==> src/rtl/store_buffer_be_pkg.sv <==
// Shared store-path definitions: byte-enable op encodings (also used by load extension)
// and the default DM / timer / interrupt-generator address map.
package store_buffer_be_pkg;

    typedef enum logic [2:0] {
        BE_NONE     = 3'd0,
        BE_word     = 3'd1,
        BE_halfword = 3'd2,
        BE_byte     = 3'd3
    } be_op_e;

    localparam logic [31:0] DM_END_DEF  = 32'h0000_2fff;
    localparam logic [31:0] T0_BASE_DEF = 32'h0000_7f00;
    localparam logic [31:0] T1_BASE_DEF = 32'h0000_7f10;
    localparam logic [31:0] IG_BASE_DEF = 32'h0000_7f20;

    // Timer window is 12 bytes; the count register occupies the last word.
    localparam logic [31:0] TMR_LAST_OFS = 32'd11;
    localparam logic [31:0] TMR_CNT_OFS  = 32'd8;
    localparam logic [31:0] IG_LAST_OFS  = 32'd3;

    function automatic logic addr_in(input logic [31:0] a,
                                     input logic [31:0] first,
                                     input logic [31:0] last);
        return (a >= first) && (a <= last);
    endfunction

endpackage

==> src/rtl/store_lane_align.sv <==
// Combinational store decode: address exception checks, lane shift of data and byte-enable mask.
module store_lane_align
    import store_buffer_be_pkg::*;
#(
    parameter int          DATA_W  = 32,
    parameter logic [31:0] DM_END  = DM_END_DEF,
    parameter logic [31:0] T0_BASE = T0_BASE_DEF,
    parameter logic [31:0] T1_BASE = T1_BASE_DEF,
    parameter logic [31:0] IG_BASE = IG_BASE_DEF
) (
    input  logic [2:0]          op_i,
    input  logic [31:0]         addr_i,
    input  logic [31:0]         data_i,
    input  logic                ovf_i,
    output logic                is_st_o,
    output logic                addr_exc_o,
    output logic                is_dm_o,
    output logic [DATA_W-1:0]   wdata_o,
    output logic [DATA_W/8-1:0] byteen_o
);
    localparam int LANES = DATA_W / 8;
    localparam int LB    = $clog2(LANES);

    logic              is_word, is_half, is_byte;
    logic              misalign, in_dm, in_t0, in_t1, in_ig, in_timer, in_cnt, out_of_range;
    logic [LB-1:0]     off;
    logic [DATA_W-1:0] wdata_base;
    logic [LANES-1:0]  byteen_base;

    assign is_word = (op_i == BE_word);
    assign is_half = (op_i == BE_halfword);
    assign is_byte = (op_i == BE_byte);
    assign is_st_o = is_word || is_half || is_byte;

    assign misalign = (is_word && (addr_i[1:0] != 2'b00)) || (is_half && addr_i[0]);

    assign in_dm    = (addr_i <= DM_END);
    assign in_t0    = addr_in(addr_i, T0_BASE, T0_BASE + TMR_LAST_OFS);
    assign in_t1    = addr_in(addr_i, T1_BASE, T1_BASE + TMR_LAST_OFS);
    assign in_ig    = addr_in(addr_i, IG_BASE, IG_BASE + IG_LAST_OFS);
    assign in_timer = in_t0 || in_t1;
    assign in_cnt   = addr_in(addr_i, T0_BASE + TMR_CNT_OFS, T0_BASE + TMR_LAST_OFS)
                   || addr_in(addr_i, T1_BASE + TMR_CNT_OFS, T1_BASE + TMR_LAST_OFS);
    assign out_of_range = !(in_dm || in_timer || in_ig);

    // Timer registers accept only full-word writes, and the count register is read-only.
    assign addr_exc_o = ovf_i || misalign || out_of_range || (in_timer && !is_word) || in_cnt;
    assign is_dm_o    = in_dm;

    assign off = addr_i[LB-1:0];

    always_comb begin
        wdata_base  = '0;
        byteen_base = '0;
        if (is_word) begin
            wdata_base[31:0] = data_i;
            byteen_base[3:0] = 4'b1111;
        end else if (is_half) begin
            wdata_base[15:0] = data_i[15:0];
            byteen_base[1:0] = 2'b11;
        end else if (is_byte) begin
            wdata_base[7:0] = data_i[7:0];
            byteen_base[0]  = 1'b1;
        end
    end

    assign wdata_o  = wdata_base << {off, 3'b000};
    assign byteen_o = byteen_base << off;

endmodule

==> src/rtl/store_buffer_be.sv <==
// M-stage store buffer: AdES check, lane alignment, DEPTH-entry FIFO with optional same-word
// DM merge, valid/ready drain to the bus, and load-hazard detection against queued words.
module store_buffer_be
    import store_buffer_be_pkg::*;
#(
    parameter int          DATA_W   = 32,
    parameter int          DEPTH    = 4,
    parameter int          MERGE_EN = 1,
    parameter logic [31:0] DM_END   = DM_END_DEF,
    parameter logic [31:0] T0_BASE  = T0_BASE_DEF,
    parameter logic [31:0] T1_BASE  = T1_BASE_DEF,
    parameter logic [31:0] IG_BASE  = IG_BASE_DEF
) (
    input  logic                clk,
    input  logic                reset,
    input  logic                st_valid,
    input  logic [2:0]          st_op,
    input  logic [31:0]         st_addr,
    input  logic [31:0]         st_data,
    input  logic                st_ovf,
    input  logic                req,
    output logic                st_ready,
    output logic                exc_ades,
    input  logic                ld_valid,
    input  logic [31:0]         ld_addr,
    output logic                ld_hazard,
    output logic                bus_valid,
    input  logic                bus_ready,
    output logic [31:0]         bus_addr,
    output logic [DATA_W-1:0]   bus_wdata,
    output logic [DATA_W/8-1:0] bus_byteen,
    output logic                empty
);
    localparam int LANES = DATA_W / 8;
    localparam int LB    = $clog2(LANES);
    localparam int PW    = $clog2(DEPTH);
    localparam int WA_W  = 32 - LB;

    logic [WA_W-1:0]   ent_wa_q    [DEPTH];
    logic [DATA_W-1:0] ent_wdata_q [DEPTH];
    logic [LANES-1:0]  ent_be_q    [DEPTH];

    logic [DEPTH-1:0] vld_q, vld_d;
    logic [PW-1:0]    rd_ptr_q, rd_ptr_d, wr_ptr_q, wr_ptr_d, tail_ptr;
    logic [PW:0]      count_q, count_d;

    logic              in_is_st, in_exc, in_is_dm;
    logic [DATA_W-1:0] in_wdata, mrg_wdata;
    logic [LANES-1:0]  in_be;
    logic [WA_W-1:0]   in_wa;
    logic              push, pop, do_merge, do_alloc, ld_hit;
    logic              unused_ld_lsb;

    store_lane_align #(
        .DATA_W  (DATA_W),
        .DM_END  (DM_END),
        .T0_BASE (T0_BASE),
        .T1_BASE (T1_BASE),
        .IG_BASE (IG_BASE)
    ) u_align (
        .op_i       (st_op),
        .addr_i     (st_addr),
        .data_i     (st_data),
        .ovf_i      (st_ovf),
        .is_st_o    (in_is_st),
        .addr_exc_o (in_exc),
        .is_dm_o    (in_is_dm),
        .wdata_o    (in_wdata),
        .byteen_o   (in_be)
    );

    assign in_wa    = st_addr[31:LB];
    assign tail_ptr = wr_ptr_q - 1'b1;

    assign st_ready  = (count_q != (PW+1)'(DEPTH));
    assign empty     = (count_q == '0);
    assign exc_ades  = st_valid && in_is_st && in_exc;
    assign push      = st_valid && in_is_st && st_ready && !in_exc && !req;

    // Bus side is fed only from registered entries, gated to zero when the head is idle.
    assign bus_valid  = vld_q[rd_ptr_q];
    assign bus_addr   = bus_valid ? {ent_wa_q[rd_ptr_q], {LB{1'b0}}} : '0;
    assign bus_wdata  = bus_valid ? ent_wdata_q[rd_ptr_q] : '0;
    assign bus_byteen = bus_valid ? ent_be_q[rd_ptr_q] : '0;
    assign pop        = bus_valid && bus_ready;

    // The tail is the head only when one entry remains; never merge into a leaving entry.
    assign do_merge = (MERGE_EN != 0) && push && (count_q != '0) && in_is_dm
                   && (ent_wa_q[tail_ptr] == in_wa) && !(pop && (rd_ptr_q == tail_ptr));
    assign do_alloc = push && !do_merge;

    always_comb begin
        mrg_wdata = ent_wdata_q[tail_ptr];
        for (int l = 0; l < LANES; l++) begin
            if (in_be[l]) mrg_wdata[8*l +: 8] = in_wdata[8*l +: 8];
        end
    end

    always_comb begin
        vld_d    = vld_q;
        rd_ptr_d = rd_ptr_q;
        wr_ptr_d = wr_ptr_q;
        count_d  = count_q;
        if (pop) begin
            vld_d[rd_ptr_q] = 1'b0;
            rd_ptr_d        = rd_ptr_q + 1'b1;
        end
        if (do_alloc) begin
            vld_d[wr_ptr_q] = 1'b1;
            wr_ptr_d        = wr_ptr_q + 1'b1;
        end
        case ({do_alloc, pop})
            2'b10:   count_d = count_q + 1'b1;
            2'b01:   count_d = count_q - 1'b1;
            default: count_d = count_q;
        endcase
    end

    always_ff @(posedge clk) begin
        if (reset) begin
            vld_q    <= '0;
            rd_ptr_q <= '0;
            wr_ptr_q <= '0;
            count_q  <= '0;
        end else begin
            vld_q    <= vld_d;
            rd_ptr_q <= rd_ptr_d;
            wr_ptr_q <= wr_ptr_d;
            count_q  <= count_d;
        end
    end

    always_ff @(posedge clk) begin
        if (do_alloc) begin
            ent_wa_q[wr_ptr_q]    <= in_wa;
            ent_wdata_q[wr_ptr_q] <= in_wdata;
            ent_be_q[wr_ptr_q]    <= in_be;
        end else if (do_merge) begin
            ent_wdata_q[tail_ptr] <= mrg_wdata;
            ent_be_q[tail_ptr]    <= ent_be_q[tail_ptr] | in_be;
        end
    end

    always_comb begin
        ld_hit = 1'b0;
        for (int i = 0; i < DEPTH; i++) begin
            if (vld_q[i] && (ent_wa_q[i] == ld_addr[31:LB])) ld_hit = 1'b1;
        end
    end

    assign ld_hazard     = ld_valid && ld_hit;
    assign unused_ld_lsb = ^ld_addr[LB-1:0];

endmodule

==> config.mk <==
export PLATFORM = sky130hd
export DESIGN_NAME = store_buffer_be
export DESIGN_NICKNAME = d
export VERILOG_FILES = /design/src/rtl/store_buffer_be_pkg.sv /design/src/rtl/store_lane_align.sv /design/src/rtl/store_buffer_be.sv
export SDC_FILE = /design/constraint.sdc
export NUM_CORES = 1
export LEC_CHECK = 0
export BUFFER_PORTS_ARGS = -buffer_cell sky130_fd_sc_hd__buf_2
export CORE_ASPECT_RATIO = 0.8
export CORE_MARGIN = 1
export CORE_UTILIZATION = 55
export CTS_BUF_LIST = sky130_fd_sc_hd__clkbuf_16
export DETAILED_ROUTE_END_ITERATION = 7
export HOLD_SLACK_MARGIN = 0.02
export PLACE_DENSITY_LB_ADDON = 0.12
export SLEW_MARGIN = 10
export SYNTH_ARGS = -nofsm -noshare
export SYNTH_HDL_FRONTEND = slang
export SYNTH_HIERARCHICAL = 1
export SYNTH_SLANG_ARGS = --single-unit
==> constraint.sdc <==
create_clock -name clk -period 5.65 [get_ports clk]
set_input_delay 0.565 -clock clk [delete_from_list [all_inputs] [get_ports clk]]
set_output_delay 0.565 -clock clk [all_outputs]
set_load 0.005 [all_outputs]
# ---- After elaboration in Yosys (flattened, before gate mapping)
# Memories as Yosys holds them, arrays and structs flattened. A register that Yosys moved wholly into a read port is not among the register bits.
# Cells that the tools add are included.
dict set report totals {
  register_bits 11
  ramBits 264
  out_inout_bits 73
  word_cells 148
  n_memories 3
}
dict set report op_classes {
  add_sub_neg 5
  magnitude_cmp 13
  eq_ne 16
  shifts 2
  mux 47
  bitwise_logic 4
  n_reduce_logical 54
}
# memory words word_bits read_ports rd_clocked_by_memory_dff write_ports line_no
set mem_list {}
lappend mem_list {ent_wdata_q 4 32 1 1 1 store_buffer_be.sv:40} ;# logic [DATA_W-1:0] ent_wdata_q [DEPTH];
lappend mem_list {ent_wa_q 4 30 6 1 1 store_buffer_be.sv:39} ;# logic [WA_W-1:0] ent_wa_q [DEPTH];
lappend mem_list {ent_be_q 4 4 2 1 1 store_buffer_be.sv:41} ;# logic [LANES-1:0] ent_be_q [DEPTH];
# cell n
set op_table {}
lappend op_table {{$ge A32 B15 Y1 const B} 5}
lappend op_table {{$eq A30 B30 Y1} 5}
lappend op_table {{$le A32 B15 Y1 const B} 3}
lappend op_table {{$mux W32} 3}
lappend op_table {{$mux W8} 7}
lappend op_table {{$le A32 B14 Y1 const B} 1}
lappend op_table {{$mux W16} 2}
lappend op_table {{$reduce_or A32 Y1} 1}
lappend op_table {{$shl A32 B5 Y32} 1}
lappend op_table {{$logic_and A1 B1 Y1} 27}
lappend op_table {{$mux W2} 10}
lappend op_table {{$mux W4} 5}
lappend op_table {{$mux W1} 16}
lappend op_table {{$logic_or A1 B1 Y1} 11}
lappend op_table {{$or A4 B4 Y4} 2}
lappend op_table {{$reduce_and A2 Y1} 4}
lappend op_table {{$eq A3 B2 Y1 const B} 2}
lappend op_table {{$logic_not A1 Y1} 6}
lappend op_table {{$lt A2 B3 Y1 const B} 2}
lappend op_table {{$pmux W3 S2} 1}
lappend op_table {{$add A2 B1 Y2 const B} 2}
lappend op_table {{$and A4 B4 Y4} 1}
lappend op_table {{$demux W1 S2} 2}
lappend op_table {{$ge A2 B1 Y1 const B} 2}
lappend op_table {{16 further kinds} 20}

# ---- Depth between registers and ports, before layout
# Gate-level depths: netlist (run 1).
dict set report depth {
  word_depth 23
  depth_mapped 22
  depth_no_buf 16
}

# ---- Modules after synthesis
# Netlist (run 1), hierarchy kept.
# mod instances cells_each area_each_um2 seq_area_each_um2
set by_module_without_submodules {}
lappend by_module_without_submodules {store_buffer_be 1 867 13729.4 8187.9}
lappend by_module_without_submodules {store_lane_align 1 137 919.6 0.0}

# ---- Worst setup path after synthesis (run 1)
# Ideal clock, no wire load.
dict set report synth_timing {
  kind {register -> register}
  start {reg wr_ptr_q[0]}
  end {reg count_q[2]}
  t_arrival_ns 4.843
  slack_ns 0.736
  path_stages_with_launch 23
  n_path_buf 7
  synth_period_minus_slack_ns 4.914
  cell_sequence {dfxtp_1 > buf_6 > buf_6 > buf_4 > buf_4 > buf_1 > inv_2 > ha_1 > buf_2 > clkbuf_1 > mux4_2 > xnor2_1 > nand2_1 > nor4_1 > nand4_1 > or2_1 > nand2_1 > ha_1 > inv_1 > fa_1 > xor2_1 > or3_1 > a21oi_1}
}
dict set report synth_via {
  elab_chain_cells 9
  word_cells_on_any_way 14
  classes_between {add/sub (1); eq/ne (4); mux (1); reduce/logical (7); memory (1)}
}
# item line_no
set synth_lines {}
lappend synth_lines {{start: declaration} store_buffer_be.sv:44} ;# logic [PW-1:0] rd_ptr_q, rd_ptr_d, wr_ptr_q, wr_ptr_d, tail_ptr;
lappend synth_lines {{start signal: assignment} store_buffer_be.sv:128} ;# wr_ptr_q <= wr_ptr_d;
lappend synth_lines {{$sub A2 B1 Y2 *} store_buffer_be.sv:73} ;# assign tail_ptr = wr_ptr_q - 1'b1;
lappend synth_lines {{net tail_ptr[0]} store_buffer_be.sv:44}
lappend synth_lines {{$mem_v2 Z4 W30 or $eq A2 B2 Y1 (tied branches)} n/a}
lappend synth_lines {{$eq A30 B30 Y1 or $logic_and A1 B1 Y1 (tied branches)} store_buffer_be.sv:89} ;# && (ent_wa_q[tail_ptr] == in_wa) && !(pop && (rd_ptr_q == tail_ptr));
lappend synth_lines {{$logic_and A1 B1 Y1 or $logic_not A1 Y1 (tied branches)} store_buffer_be.sv:89}
lappend synth_lines {{$logic_and A1 B1 Y1 *} store_buffer_be.sv:89}
lappend synth_lines {{$logic_not A1 Y1 *} store_buffer_be.sv:90} ;# assign do_alloc = push && !do_merge;
lappend synth_lines {{$logic_and A1 B1 Y1 *} store_buffer_be.sv:90}
lappend synth_lines {{$eq A2 B1 Y1 or $eq A2 B2 Y1 (tied branches)} store_buffer_be.sv:112} ;# case ({do_alloc, pop})
lappend synth_lines {{$pmux W3 S2 or $reduce_bool A2 Y1 (tied branches)} n/a}
lappend synth_lines {{end signal: assignment} store_buffer_be.sv:129} ;# count_q <= count_d;
lappend synth_lines {{end: declaration} store_buffer_be.sv:45} ;# logic [PW:0] count_q, count_d;
# The timed path passes the listed nets; every way through them passes the cells marked *.
# A chain may end at the register's enable or synchronous reset.

# ---- Worst setup path in the final report (run 1)
dict set report layout_timing {
  start {in st_addr[21]}
  end {reg count_q[2]}
}
dict set report layout_via {
  elab_chain_cells 20
  word_cells_on_any_way 37
  classes_between {order compare (9); eq/ne (3); mux (1); reduce/logical (24)}
}
# item line_no
set layout_lines {}
lappend layout_lines {{start: declaration} store_buffer_be.sv:18} ;# input logic [31:0] st_addr,
lappend layout_lines {{$ge A32 B15 Y1 or $le A32 B15 Y1 (tied branches)} store_buffer_be_pkg.sv:25} ;# return (a >= first) && (a <= last);
lappend layout_lines {{$logic_and A1 B1 Y1} store_buffer_be_pkg.sv:25}
lappend layout_lines {{$logic_or A1 B1 Y1} store_lane_align.sv:41} ;# assign in_timer = in_t0 || in_t1;
lappend layout_lines {{$logic_or A1 B1 Y1 (2 in a row)} store_lane_align.sv:44} ;# assign out_of_range = !(in_dm || in_timer || in_ig);
lappend layout_lines {{$logic_not A1 Y1} store_lane_align.sv:44}
lappend layout_lines {{$logic_or A1 B1 Y1 (2 in a row)} store_lane_align.sv:47} ;# assign addr_exc_o = ovf_i || misalign || out_of_range || (in_timer && !is_word) || in_cnt;
lappend layout_lines {{$logic_or A1 B1 Y1 *} store_lane_align.sv:47}
lappend layout_lines {{net in_exc} store_buffer_be.sv:47} ;# logic in_is_st, in_exc, in_is_dm;
lappend layout_lines {{$logic_not A1 Y1 *} store_buffer_be.sv:78} ;# assign push = st_valid && in_is_st && st_ready && !in_exc && !req;
lappend layout_lines {{$logic_and A1 B1 Y1 * (2 in a row)} store_buffer_be.sv:78}
lappend layout_lines {{$logic_and A1 B1 Y1 (2 in a row)} store_buffer_be.sv:88} ;# assign do_merge = (MERGE_EN != 0) && push && (count_q != '0) && in_is_dm
lappend layout_lines {{$logic_and A1 B1 Y1 (2 in a row)} store_buffer_be.sv:89}
lappend layout_lines {{$logic_not A1 Y1} store_buffer_be.sv:90}
lappend layout_lines {{$logic_and A1 B1 Y1 *} store_buffer_be.sv:90}
lappend layout_lines {{$eq A2 B1 Y1 or $eq A2 B2 Y1 (tied branches)} store_buffer_be.sv:112}
lappend layout_lines {{$pmux W3 S2 or $reduce_bool A2 Y1 (tied branches)} n/a}
# Marked as above.

==> results.toml, run 1 <==
[outcome]
status = "finished, final reports clean"

[clocking]
cts_tree = "yes"
clk_path_buf_depth = 3
path_clk_slew_ns = 0.06
cts_resized = 0
clock-sinks = 277
cts-buffers-inserted = 28
root_buffer = "clkbuf_16"
clk-insertion-delay-late_ns = 0.55
cts_setup_buffers = 0
cts_max_level = 1
cts_hold_buf = 0

[routing]
first_pass_iters = 6
drtIter0Drc = 1007
wl_per_cell_um = 25.6
drc = 0
vias = 9503
drt-total-wl_mm = 39.4
ant_nets = 0
via_per_inst = 6.17

[run]
maxCapViolations = 0

[worst_setup_path]
path_cells = "buf_2 -> nor4_1 -> nand4_1 -> a211oi_1 -> o221ai_2 -> or4_1 -> a2111o_1 -> a2111oi_2 -> nand4_1 -> or2_1 -> nand2_1 -> ha_1 -> inv_1 -> fa_1 -> xor2_1 -> or3_1 -> a21oi_1"
rrSetupSlack_ns = 0.67
reg2reg_from = "wr_ptr_q[1]"
critical_path_class = "input port to flop"
cpMaxStageDelayCell = "or4_1"
critPathArrivalTime_ns = 5.47
critPathLaunch = "st_addr[21]"
cp_common_cell = "nand4_1"
cp-end-kind = "flop"
path_buf_inv = 2
critPathCapture = "count_q[2]"
crit_family = "simple AND/OR/NAND/NOR gates"
worstPathMaxFanout = 7
required_ns = 6.13
start_kind = "input port"
slowest_delay_ns = 0.57
r2r_cells = 15
path_depth = 17
reg2reg_to = "count_q[2]"

[power_and_ir_drop]
p_sw_mw = 0.920
ir_worst_vdd_mv = 0.236
pwr-share-clk_pct = 44.1
comb_power_share_pct = 5.4
leakagePower_nw = 5.77
switching_share_pct = 20.7
seqPwrFrac_pct = 50.4
power_density_nw_per_um2 = 264
p_int_mw = 3.52

[timing]
finalSetupTns_ns = 0
clock_skew_ns = 0.0209
period_minus_slack_ns = 4.99
slew_viol_final = 0
finalCritPeriodShare_pct = 88.4
worst_slew_pin_slew_ns = 0.956
fmax_mhz = 200
whs_ns = 0.297
slew_headroom_pct = 36.3
hold_viol = 0
rsz0062_at_grt = "no"
setup-violations-final = 0

[die]
core_sq_um = 26200
ios = 179
die_area_sq_um = 27300
fp-row-count = 53
die_width_um = 184
start_util_pct = 55.9
die_y_um = 148

[logic_synthesis]
synth_edf_count = 264
ys_ff_latch = 277
yosys.area_share.xor_xnor_pct = 9.75
synth.most_common_cell = "edfxtp_1"
synthMuxAreaShare_pct = 17.5
synthAdderAreaFrac_pct = 0.905
avgSynthCellArea_sq_um = 14.6
synthCells = 1004
yosysWarnings = 6
synth.top_cell.area_share_pct = 54.1
synth_compound_area_share_pct = 3.81
async_flop_share_pct = 0
syn_area_sq_um = 14600
synth_top_family_by_area = "multiplexers"
synth_cell_type_count = 65
synthTopCellsByArea = "edfxtp_1 (54%), mux4_2 (13%), xnor2_1 (5.6%), xor2_1 (4.1%), mux2i_1 (2.9%)"
synth_top_area_cell = "edfxtp_1"
synth_common_cells = "edfxtp_1 (264), xnor2_1 (94), mux4_2 (86)"
synth-simple-area-share_pct = 9.05
seq_area_frac_synth_pct = 55.9
synth-main-ff-cell = "edfxtp_1"

[layout]
area_growth_pct = 14.8
multi_input_comb_area_sq_um = 6010
utilization_pct = 64.2
fillers = 1962
seqCellArea_sq_um = 8200
nNetsFinal = 1278
drive_above_1_share_pct = 30.0

[placed_design]
hpwl_mm = 28.3
place_congestion = 0.930
port_buffers = 174

[grt]
grt_pass1_vias = 9068
grt_use_total_pct = 29.2
grt_pass1_wl_mm = 57.3
grt_max_degree = 69
antenna_found_initial = 2
grt_overflow = 0

[min_path]
min_path_type = "input port to flop"
-- worst reg2reg max path: cells and delay by family, from the launching register on --
kind	cells	cell delay [ns]
adders and majority gates	3	1.35
DFF	1	0.43
and+or+nand+nor	6	1.82
AOI/OAI and AO/OA	1	0.14
muxes	1	0.44
buffers and inverters	2	0.19
xor gates and xnor gates	2	0.55
-- cells by family (layout without fill, tap and decap cells) --
logic type,count (synthesis),after routing
buffers and inverters,100,278
AOI/OAI and AO/OA,71,71
and+or+nand+nor,237,237
DFF,277,277
xor gates and xnor gates,163,163
other,1,3
adders and majority gates,10,10
muxes,145,145
-- area by class of cell --
class                      instances  area share, %
antenna                            1         0.0149
clock buffer                      29           4.32
clock inverter                    22           1.50
inverter                          28          0.625
multi-input combinational        628           35.8
sequential                       277           48.8
tap                              357           2.66
timing repair buffer             199           6.37
-- sequential cells by signal (all words and copies together) (netlist names), named ones only --
name and count:
wr_ptr_q 2, count_q 3, vld_q 4, ent_wa_q 120
ent_be_q 16, rd_ptr_q 2, ent_wdata_q 128
-- cell usage in the layout (no fill, tap or decap), drive strengths merged, types with 13 or more instances in the layout --
cell and instances:
dfxtp 13, and2 68, nor2 53, mux2i 47, mux4 86, nor3 13
xnor2 94, buf 199, xor2 69, edfxtp 264, inv 32, clkbuf 29
nand2 22, nor4 22, a21oi 14, nand4 32
-- power groups by stage --
stage / registers, mW / clock network (mW) / logic, mW
2_1_floorplan: 2.29 / 0 / 0.117
3_3_place_gp: 2.28 / 0 / 0.229
3_5_place_dp: 2.28 / 0 / 0.232
4_1_cts: 2.24 / 1.98 / 0.233
5_1_grt: 2.24 / 2.06 / 0.254
6_report: 2.24 / 1.96 / 0.241
-- through the flow --
step	instances	worst slack (ns)	total power, mW	cell area, sq um
after floorplan	1005	0.736	2.40	14700
after global placement	1489	0.380	2.51	15800
after detailed placement	1489	0.282	2.52	15800
after CTS	1540	0.750	4.46	16800
after global routing	1540	0.436	4.55	16800
final	1541	0.658	4.44	16800
-- how the worst min path moves through the flow --
stage / endpoint / start / cells after the start / slack, ns
2_1_floorplan: vld_q[2] / vld_q[2] / 2 / 0.47
3_3_place_gp: vld_q[1] / vld_q[1] / 2 / 0.54
3_5_place_dp: vld_q[1] / vld_q[1] / 2 / 0.55
4_1_cts: ent_wa_q[3][26] / st_addr[28] / 1 / 0.28
5_1_grt: ent_wa_q[0][20] / st_addr[22] / 1 / 0.29
6_report: ent_wa_q[3][26] / st_addr[28] / 1 / 0.30
-- metal layers --
| layer | share of wire, % | track usage (%) | up-vias |
|---|---|---|---|
| met3 | 12 | 9.44 | 52 |
| met1 | 44 | 45.5 | 4789 |
| met4 | 1.9 | 6.29 | 2 |
| li1 | - | - | 4162 |
| met2 | 42 | 39.7 | 498 |
| met5 | 0.033 | 0 | - |
Note: power is estimated with default switching activity, not from simulation.
==> inputs of run 2 (changes only) <==
==> constraint.sdc (replaced) <==
create_clock -name clk -period 6.4 [get_ports clk]
set_input_delay 0.64 -clock clk [delete_from_list [all_inputs] [get_ports clk]]
set_output_delay 0.64 -clock clk [all_outputs]
set_load 0.005 [all_outputs]
==> results.toml, run 2 (synthesis gave the netlist of run 1 again) <==
[timing]
worst_slew_pin_slew_ns = 0.967
finalSetupTns_ns = 0
finalCritPeriodShare_pct = 82.9
layout_setup_ws_ns = 1.10
slew_viol_final = 0
slew_headroom_pct = 35.0
fmax_mhz = 189
clock_skew_ns = 0.0170
hold_viol = 0
setup-violations-final = 0
rsz0062_at_grt = "no"
period_minus_slack_ns = 5.30

[clocking]
cts_tree = "yes"
path_clk_slew_ns = 0.06
clock-sinks = 277
clk_path_buf_depth = 3
clk-insertion-delay-late_ns = 0.55
cts_hold_buf = 0
root_buffer = "clkbuf_16"
cts_setup_buffers = 0
cts_max_level = 1
cts_resized = 0
cts-buffers-inserted = 28

[worst_setup_path]
critPathLaunch = "wr_ptr_q[0]"
start_kind = "flop"
worstPathMaxFanout = 17
cp-end-kind = "flop"
rrSetupSlack_ns = 1.10
critical_path_class = "flop to flop"
critPathArrivalTime_ns = 5.79
reg2reg_from = "wr_ptr_q[0]"
required_ns = 6.88

[outcome]
status = "finished, final reports clean"

[layout]
finish.instance_area_sq_um = 16800
drive_above_1_share_pct = 30.2
top_register = "ent_wdata_q"
final_cells = 1545
largest_register_ffs = 128
top_regs = "ent_wdata_q: 128 flops, ent_wa_q: 120 flops, ent_be_q: 16 flops"
mostFrequentLayoutCell = "edfxtp_1"
final_cell_mix = "edfxtp_1 (264), buf_2 (174), xnor2_1 (94), mux4_2 (86), xor2_1 (69)"
area_growth_pct = 14.9
nNetsFinal = 1283

[run]
maxCapViolations = 0

[die]
ios = 179
fp-row-count = 53
core_sq_um = 26200
die_y_um = 148
die_area_sq_um = 27300
die_width_um = 184
start_util_pct = 55.9

[routing]
first_pass_iters = 7
wl_per_cell_um = 25.5
via_per_inst = 6.12
drtIter0Drc = 1085
drt-total-wl_mm = 39.4
drc = 0
vias = 9453
ant_nets = 0

[placed_design]
pre_cts_ws_ns = 0.897
port_buffers = 174
placed_area_sq_um = 15900
dp.cells = 1494
hpwl_mm = 27.8
place_congestion = 0.926

[power_and_ir_drop]
finalPower_mw = 3.93
power_density_nw_per_um2 = 233
leakagePower_nw = 5.78
ir_worst_vdd_mv = 0.259

[grt]
grt_use_total_pct = 29.4
grt_pass1_wl_mm = 57.8
grt_pass1_vias = 9072
grt_overflow = 0
grt_max_degree = 69
antenna_found_initial = 3

[min_path]
min_path_type = "input port to flop"
worstHoldStart = "st_addr[24]"
==> run 2: cell types whose count changed in the layout (fill, tap and decap cells not counted) <==
cell      change
buf_12        -1
buf_4         +6
clkinv_1      +2
clkinv_2      -1
inv_1         -2
==> run 2: worst paths after layout <==
kind | end | cells past startpoint
max reg2reg | count_q[2] | 15
max | count_q[2] | 15
min | ent_wa_q[2][22] | 1
min reg2reg | vld_q[3] | 2
==> run 2: area by class of cell <==
cell class | count | area (sq um)
sequential | 277 | 8200
multi-input combinational | 628 | 6010
clock inverter | 21 | 248
timing repair buffer | 204 | 1100
fill | 1932 | 9360
inverter | 28 | 105
antenna | 1 | 2.50
clock buffer | 29 | 726
tap | 357 | 447
==> run 2: metal layers <==
layer / vias to the layer above / wire length (um) / track usage, %
met4: 4 / 701 / 5.71
met5: - / 27 / 0
met2: 498 / 16500 / 40.1
met3: 63 / 4690 / 9.66
li1: 4167 / - / -
met1: 4721 / 17400 / 45.8
==> run 2: critical path: stages, from the launching register on <==
cell and delay [ns]:
dfxtp_4 0.50, inv_2 0.13, ha_1 0.85, mux4_2 0.43, xnor2_1 0.42, nand4_1 0.25
nor4_1 0.54, nand4_1 0.35, or2_1 0.32, nand2_1 0.15, ha_1 0.21, inv_1 0.07
fa_1 0.39, xor2_1 0.16, or3_1 0.31, a21oi_1 0.14
==> run 2: power breakdown <==
part,switching [mW],leakage [nW],internal (mW),total [mW]
clock,0.685,0.487,1.06,1.74
sequential,0.0000000816,2.48,1.98,1.98
combinational,0.138,2.82,0.0735,0.211
total,0.823,5.78,3.11,3.93
==> run 2: stage by stage <==
step / hold slack [ns] / utilization [%]
floorplan: 0.469 / -
global route: 0.367 / 64.3
detailed placement: 0.538 / 60.6
CTS: 0.355 / 64.3
finish: 0.365 / 64.3
global placement: 0.538 / 60.6
